**config.mk**
```make
export PLATFORM = sky130hd
export DESIGN_NAME = serial_rx
export DESIGN_NICKNAME = d
export VERILOG_FILES = /design/src/rtl/serial_pkg.sv /design/src/rtl/sync2.sv /design/src/rtl/serial_rx.sv
export SDC_FILE = /design/constraint.sdc
export NUM_CORES = 1
export LEC_CHECK = 0
export CORE_MARGIN = 2
export CORE_UTILIZATION = 60
export CTS_CLUSTER_SIZE = 40
export DETAILED_ROUTE_END_ITERATION = 6
export DONT_BUFFER_PORTS = 1
export GPL_TIMING_DRIVEN = 0
export PLACE_DENSITY = 0.87
export SLEW_MARGIN = 10
export SYNTH_ARGS = -nofsm -noshare
export SYNTH_HDL_FRONTEND = slang
export SYNTH_SLANG_ARGS = --single-unit
```
**constraint.sdc**
```tcl
create_clock -name clk -period 3.62 [get_ports clk]
set_input_delay 0.181 -clock clk [delete_from_list [all_inputs] [get_ports clk]]
set_output_delay 0.181 -clock clk [all_outputs]
set_load 0.01 [all_outputs]
```
**src/rtl/serial_pkg.sv**
```systemverilog
// Shared definitions for the serial receive path: receiver FSM states and default frame geometry.
package serial_pkg;
    typedef enum logic [2:0] {IDLE, START, DATA, STOP, BREAK} rx_state_t;

    localparam int CLKS_PER_BIT_DEF = 16;
    localparam int DATA_WIDTH_DEF   = 8;
endpackage

```
**src/rtl/sync2.sv**
```systemverilog
// Two-flop synchronizer that brings an asynchronous level into the clk domain.
module sync2 #(
    parameter logic RESET_VALUE = 1'b1
) (
    input  logic clk,
    input  logic reset,
    input  logic d,
    output logic q
);
    logic meta;

    // NOTE: non-blocking assignments make each flop capture its pre-edge input; blocking would collapse the chain to one stage.
    always_ff @(posedge clk or posedge reset) begin
        if (reset) begin
            meta <= RESET_VALUE;
            q    <= RESET_VALUE;
        end else begin
            meta <= d;
            q    <= meta;
        end
    end
endmodule

```
**src/rtl/serial_rx.sv**
```systemverilog
// 8N1 serial receiver: deserializes rxd LSB-first and presents each good byte with a one-cycle load strobe.
module serial_rx
    import serial_pkg::*;
#(
    parameter int CLKS_PER_BIT = CLKS_PER_BIT_DEF,
    parameter int DATA_WIDTH   = DATA_WIDTH_DEF
) (
    input  logic                  clk,
    input  logic                  reset,
    input  logic                  rxd,
    output logic [DATA_WIDTH-1:0] dout,
    output logic                  load,
    output logic                  frame_err,
    output logic                  busy
);
    localparam int HALF = CLKS_PER_BIT / 2;
    localparam int CW   = $clog2(CLKS_PER_BIT);
    localparam int IW   = (DATA_WIDTH > 1) ? $clog2(DATA_WIDTH) : 1;

    rx_state_t             state, state_next;
    logic                  rxd_s;
    logic [CW-1:0]         cnt;
    logic [IW-1:0]         idx;
    logic [DATA_WIDTH-1:0] sh;
    logic                  cnt_clr, shift_en, load_next, err_next;
    logic                  half_hit, full_hit, idx_last;

    sync2 #(.RESET_VALUE(1'b1)) u_sync (
        .clk   (clk),
        .reset (reset),
        .d     (rxd),
        .q     (rxd_s)
    );

    assign half_hit = (cnt == CW'(HALF - 1));
    assign full_hit = (cnt == CW'(CLKS_PER_BIT - 1));
    assign idx_last = (idx == IW'(DATA_WIDTH - 1));
    assign busy     = (state != IDLE);

    always_ff @(posedge clk or posedge reset) begin
        if (reset) state <= IDLE;
        else       state <= state_next;
    end

    // NOTE: every output of this block gets a default first, so no path can leave one unassigned and infer a latch.
    always_comb begin
        state_next = state;
        cnt_clr    = 1'b1;
        shift_en   = 1'b0;
        load_next  = 1'b0;
        err_next   = 1'b0;
        case (state)
            IDLE:  if (!rxd_s) state_next = START;
            START: begin
                // Re-checking the line at mid start bit rejects glitches and centres later samples.
                cnt_clr = half_hit;
                if (half_hit) state_next = rxd_s ? IDLE : DATA;
            end
            DATA: begin
                cnt_clr  = full_hit;
                shift_en = full_hit;
                if (full_hit && idx_last) state_next = STOP;
            end
            STOP: begin
                cnt_clr = full_hit;
                if (full_hit) begin
                    load_next  = rxd_s;
                    err_next   = !rxd_s;
                    state_next = rxd_s ? IDLE : BREAK;
                end
            end
            // A line held low must return high before another start bit can be seen.
            BREAK: if (rxd_s) state_next = IDLE;
            default: state_next = IDLE;
        endcase
    end

    // Async reset clears the whole datapath, so a frame in flight is dropped with no strobe.
    always_ff @(posedge clk or posedge reset) begin
        if (reset) begin
            cnt       <= '0;
            idx       <= '0;
            sh        <= '0;
            dout      <= '0;
            load      <= 1'b0;
            frame_err <= 1'b0;
        end else begin
            cnt <= cnt_clr ? '0 : cnt + CW'(1);
            if (state != DATA) idx <= '0;
            else if (shift_en) idx <= idx + IW'(1);
            if (shift_en)  sh   <= {rxd_s, sh[DATA_WIDTH-1:1]};
            if (load_next) dout <= sh;
            load      <= load_next;
            frame_err <= err_next;
        end
    end
endmodule
```
==> results of run 1 <==
[kinds of logic after synthesis]
| group | count (synthesis) |
|---|---|
| AOI/OAI and AO/OA | 8 |
| buffers and inverters | 6 |
| xor gates and xnor gates | 3 |
| muxes | 17 |
| adders and majority gates | 3 |
| and+or+nand+nor | 24 |
| DFF | 30 |
[worst max path at each step]
stage / slack, ns / to / start / depth (start not counted)
floorplan: 2.02 / sh[1]$_DFFE_PP0P_ / state[2]$_DFFE_PP0P_ / 5
global placement: 1.89 / dout[6]$_DFFE_PP0P_ / cnt[0]$_DFF_PP0_ / 4
detailed placement: 1.82 / dout[5]$_DFFE_PP0P_ / cnt[0]$_DFF_PP0_ / 4
CTS: 1.81 / dout[2]$_DFFE_PP0P_ / cnt[0]$_DFF_PP0_ / 4
global route: 1.71 / dout[2]$_DFFE_PP0P_ / cnt[0]$_DFF_PP0_ / 4
finish: 1.82 / dout[5]$_DFFE_PP0P_ / cnt[0]$_DFF_PP0_ / 4
[flip-flops by register name (all words and copies together), names as in the netlist]
register and flops:
state 3, load 1, sh 8, cnt 4
frame_err 1, u_sync.meta 1, u_sync.q 1, idx 3
dout 8
[cell usage in the layout (no fill, tap or decap)]
cell / instances
dfrtp_1: 28
mux2_2: 14
nor2_1: 5
clkbuf_4: 5
inv_1: 4
nand3_1: 3
xnor2_1: 3
nor3_1: 3
ha_1: 3
and3_1: 2
buf_6: 2
a21oi_1: 2
nand2_1: 2
o21ai_0: 2
mux2i_1: 2
clkinv_2: 2
dfstp_2: 2
and3b_2: 1
a211oi_1: 1
or3b_1: 1
nor2_4: 1
nor2b_1: 1
a2111oi_0: 1
a221o_1: 1
nand3b_1: 1
and2b_2: 1
a22oi_1: 1
nor3b_1: 1
or3_2: 1
or2_4: 1
mux2_4: 1
bufinv_16: 1
dlygate4sd3_1: 1
[power groups by stage]
| stage | clock network (µW) | registers [µW] | logic, µW |
|---|---|---|---|
| final | 257 | 409 | 141 |
| after detailed placement | 0 | 414 | 141 |
| after global placement | 0 | 410 | 134 |
| after CTS | 261 | 407 | 142 |
| after floorplan | 0 | 402 | 122 |
| after global routing | 278 | 414 | 166 |
[final cells by class]
cell class / count / share of cell area [%]
clock buffer: 5 / 2.74
inverter: 4 / 1.10
multi-input combinational: 55 / 33.3
timing repair buffer: 1 / 0.732
sequential: 30 / 55.1
buffer: 2 / 1.65
tap: 27 / 2.47
clock inverter: 3 / 2.93
[per-layer routing]
metal | part of all wire [%] | global-route usage [%] | up-vias
li1 | - | - | 339
met5 | 0 | 0 | -
met1 | 45 | 24.8 | 370
met3 | 4.8 | 6.36 | 6
met2 | 48 | 30.7 | 20
met4 | 2.1 | 11.6 | 0
[worst max-delay path: cells and delay by family (launching register included)]
family,cells,cell delay [ns]
AND/OR/NAND/NOR,2,0.61
multiplexers,1,0.40
adder cells (fa/ha/maj),1,0.27
flip-flops,1,0.42
[per-stage QoR]
step	cells	power, µW
after floorplan	91	524
after global placement	118	544
after detailed placement	118	555
after CTS	127	811
after global routing	127	859
final	127	807
[repair_timing]
| action | 4_1_cts | 5_1_grt |
|---|---|---|
| hold endpoints to repair | 1 | 0 |
| hold buffers | 1 | 0 |
| buffers inserted | 0 | 0 |
==> impl_metrics.json, run 1 <==
{
  "fin_util_pct": 69.7,
  "antenna_left": 0,
  "rows": 16,
  "cp_max_fo": 9,
  "cp.required_ns": 3.83,
  "gp_congestion": 0.742,
  "root_buffer": "clkbuf_4",
  "fin_tns_setup_ns": 0,
  "drc": 0,
  "outcome": "finished with violations",
  "core-area_um2": 1960,
  "skew_ns": 0.0162,
  "die_area_um2": 2460,
  "regToRegStartpoint": "cnt[0]$_DFF_PP0_",
  "initialDrtViolationCount": 8,
  "synthFlopType": "dfrtp_1",
  "area_delta_synth_final_pct": 9.74,
  "stdcell_area_um2": 1370,
  "cp_slowest_stage_delay_ns": 0.42,
  "antenna_found_initial": 0,
  "dieWidth_um": 49.6,
  "switching_power_uw": 223,
  "timing.hold.ws_ns": -0.00376,
  "synth_fp_nets": 97,
  "fin_ws_ns": 1.82,
  "cap_viol_max_count": 0,
  "power_switching_share_pct": 27.6,
  "final-seq-area_um2": 753,
  "rrSetupSlack_ns": 1.82,
  "wl_mm": 1.93,
  "cts.sinks": 30,
  "cpMaxStageDelayCell": "dfrtp_1",
  "critPathCaptureType": "flop",
  "cts_tree": "done",
  "tightest_slew_ns": 1.07,
  "drv_slew": 0,
  "grt_pass1_wl_mm": 3.55,
  "multiInputGateArea_um2": 455,
  "synth_area_leaders": "dfrtp_1 56%, mux2_2 13%, dfstp_2 4.2%, ha_1 3.0%, xnor2_1 2.1%",
  "start_util_pct": 63.5,
  "dr.pass1.iters": 4,
  "synthAdderAreaFrac_pct": 3.01,
  "synth_xor_area_share_pct": 2.11,
  "wire_per_inst_um": 15.2,
  "reg2reg_to": "dout[5]$_DFFE_PP0P_",
  "arrival_ns": 2.01,
  "synth_top_area_cell": "dfrtp_1",
  "hold_violations": 8,
  "cts_buffers": 5,
  "dieHeight_um": 49.6,
  "rsz0062_at_grt": "no",
  "grt_pass1_vias": 793,
  "synth_compound_area_share_pct": 4.32,
  "r2r_cells": 4,
  "ys_warn_count": 0,
  "max_freq_mhz": 555,
  "setup_viol": 0,
  "ios": 14,
  "grt_max_degree": 31,
  "muxShareOfSynthArea_pct": 15.5,
  "post-route-period-util_pct": 49.8,
  "seqPwrFrac_pct": 50.7,
  "synthSimpleGateAreaFrac_pct": 11.6,
  "synth_most_common_cell": "dfrtp_1",
  "antenna_cells": 0,
  "fin_nets": 105,
  "cts.repair.resized": 0,
  "clockPowerShare_pct": 31.9,
  "hp-class": "in2async",
  "grt_use_total_pct": 20.0,
  "insertion_delay_ns": 0.33,
  "place_ws_ns": 1.82,
  "async_reset_ff_share_pct": 100,
  "synth_edf_count": 0,
  "syn_area_per_cell_um2": 13.7,
  "min_period_ns": 1.80,
  "violations": "hold timing",
  "yosysSeqAreaShare_pct": 60.4,
  "clockBufferDepth": 2,
  "synth_top_area_share_pct": 56.2,
  "dpl.hpwl_mm": 1.43,
  "crit_chain": "ha_1 -> and3_1 -> nand3_1 -> mux2_2",
  "critPathKind": "reg2reg",
  "clk_pin_slew_ns": 0.11,
  "synthCells": 91,
  "drive_gt1_share_pct": 32.0,
  "internal_power_uw": 584,
  "synth_common_cells": "28 x dfrtp_1, 14 x mux2_2, 5 x nor2_1",
  "start_kind": "flop",
  "final.fill_count": 138,
  "portBuffers": 0,
  "gr-total-overflow": 0,
  "comb_power_share_pct": 17.4,
  "vias_per_cell": 5.79,
  "yosys_register_bits": 30,
  "maxSlewHeadroom_pct": 28.4,
  "synth_top_family_by_area": "multiplexers",
  "syn_area_um2": 1250,
  "leakagePower_uw": 0.000691,
  "vdd.ir_drop.worst_mv": 0.537,
  "p_per_area_nw_per_um2": 590,
  "ys_types": 29,
  "routed-via-count": 735,
  "ctsHtreeMaxLevel": 2,
  "place_area_um2": 1280
}
(Power assumes the default switching activity.)
==> run 2: changes to the inputs <==
Clock period 3.62 ns to 1.7 ns, I/O delays scaled along.
==> impl_metrics.json, run 2 (synthesized netlist as in run 1, its figures left out) <==
{
  "multiInputGateArea_um2": 483,
  "post-route-period-util_pct": 97.6,
  "cts_tree": "done",
  "drive_gt1_share_pct": 37.9,
  "place_ws_ns": -0.0951,
  "grt_max_degree": 31,
  "critPathCaptureType": "flop",
  "clockBufferDepth": 2,
  "seqPwrFrac_pct": 50.7,
  "routed-via-count": 769,
  "clk_pin_slew_ns": 0.09,
  "critPathCapture": "sh[4]$_DFFE_PP0P_",
  "dpl.hpwl_mm": 1.43,
  "critical_path.startpoint": "state[0]$_DFFE_PP0P_",
  "antenna_left": 0,
  "cts.sinks": 30,
  "layout_commonest_cell": "dfrtp_1",
  "comb_power_share_pct": 17.7,
  "cap_viol_max_count": 0,
  "tightest_slew_ns": 1.06,
  "antenna_found_initial": 0,
  "power_switching_share_pct": 29.0,
  "arrival_ns": 1.87,
  "dieWidth_um": 49.6,
  "largestRegisters": "dout (8), sh (8), cnt (4)",
  "leakagePower_uw": 0.000705,
  "fin_ws_ns": 0.0410,
  "regToRegStartpoint": "state[0]$_DFFE_PP0P_",
  "wl_mm": 2.23,
  "final-seq-area_um2": 754,
  "drv_slew": 0,
  "critPathKind": "reg2reg",
  "clockPowerShare_pct": 31.5,
  "p_per_area_nw_per_um2": 1230,
  "antenna_cells": 0,
  "power_uw": 1750,
  "area_delta_synth_final_pct": 13.8,
  "min_period_ns": 1.66,
  "dieHeight_um": 49.6,
  "r2r_cells": 3,
  "dr.pass1.iters": 4,
  "final.fill_count": 128,
  "start_util_pct": 63.5,
  "grt_use_total_pct": 21.2,
  "layout_common_cells": "27 x dfrtp_1, 13 x mux2_2, 5 x nor2_1, 5 x clkbuf_4, 4 x inv_1",
  "ctsHtreeMaxLevel": 2,
  "root_buffer": "clkbuf_4",
  "insertion_delay_ns": 0.33,
  "vdd.ir_drop.worst_mv": 1.14,
  "core-area_um2": 1960,
  "vias_per_cell": 5.92,
  "gp_congestion": 0.742,
  "max_freq_mhz": 603,
  "internal_power_uw": 1240,
  "fin_cells": 130,
  "initialDrtViolationCount": 22,
  "hp-class": "in2reg",
  "fin_tns_setup_ns": 0,
  "cp.required_ns": 1.91,
  "gr-total-overflow": 0,
  "die_area_um2": 2460,
  "portBuffers": 0,
  "grt_pass1_wl_mm": 3.72,
  "grt_pass1_vias": 795,
  "outcome": "finished clean",
  "setup_viol": 0,
  "rows": 16,
  "maxSlewHeadroom_pct": 29.1,
  "drc": 0,
  "cts_buffers": 5,
  "hold_violations": 0,
  "ios": 14,
  "cp_max_fo": 7,
  "start_kind": "flop",
  "wire_per_inst_um": 17.1,
  "dp_cells": 118,
  "reg2reg_to": "sh[4]$_DFFE_PP0P_",
  "fin_nets": 108,
  "skew_ns": 0.0150,
  "switching_power_uw": 507,
  "rrSetupSlack_ns": 0.04
}
run 2: timing repair:
item                                    CTS  global route
hold endpoints to repair                 29             0
hold buffers                              2             0
buffers inserted                          0             3
gates resized for setup                   2             6
endpoints found under the setup margin   15            15
pin swaps                                 0             1
run 2: how the worst min path moves through the flow:
stage          start               endpoint  slack (ns)  depth (start not counted)
2_1_floorplan    rxd  u_sync.meta$_DFF_PP1_        0.09                          0
3_3_place_gp     rxd  u_sync.meta$_DFF_PP1_        0.09                          0
3_5_place_dp     rxd  u_sync.meta$_DFF_PP1_        0.09                          0
4_1_cts          rxd  u_sync.meta$_DFF_PP1_        0.28                          1
5_1_grt          rxd  u_sync.meta$_DFF_PP1_        0.28                          1
6_report         rxd  u_sync.meta$_DFF_PP1_        0.30                          1
run 2: routing by layer:
layer	global-route usage (%)	up-vias	routed length, µm
li1	-	345	-
met1	27.5	381	955
met2	30.9	33	1070
met3	6.67	10	140
met4	13.0	0	61
met5	0	-	0
run 2: critical path: stages, from the launching register on:
cell     delay [ns]
dfrtp_1        0.47
or3b_4         0.47
nor2_4         0.24
mux2_2         0.36
run 2: area by class of cell:
cell class | instances | area share (%)
tap | 27 | 2.38
inverter | 4 | 1.06
sequential | 30 | 53.2
clock inverter | 3 | 2.82
buffer | 1 | 0.794
timing repair buffer | 5 | 3.00
multi-input combinational | 55 | 34.1
clock buffer | 5 | 2.65
run 2: metrics by stage:
stage | instance area (µm²) | util [%] | hold slack, ns
after floorplan | 1250 | - | 0.0895
after global placement | 1280 | 65.2 | 0.0896
after detailed placement | 1280 | 65.2 | 0.0896
after CTS | 1390 | 70.7 | 0.284
after global routing | 1420 | 72.3 | 0.276
final | 1420 | 72.3 | 0.297
run 2: power groups by stage:
| stage | Combinational, µW | Clock [µW] | Sequential (µW) |
|---|---|---|---|
| after floorplan | 260 | 0 | 856 |
| after global placement | 285 | 0 | 873 |
| after detailed placement | 300 | 0 | 883 |
| after CTS | 311 | 556 | 870 |
| after global routing | 361 | 598 | 899 |
| final | 311 | 552 | 887 |
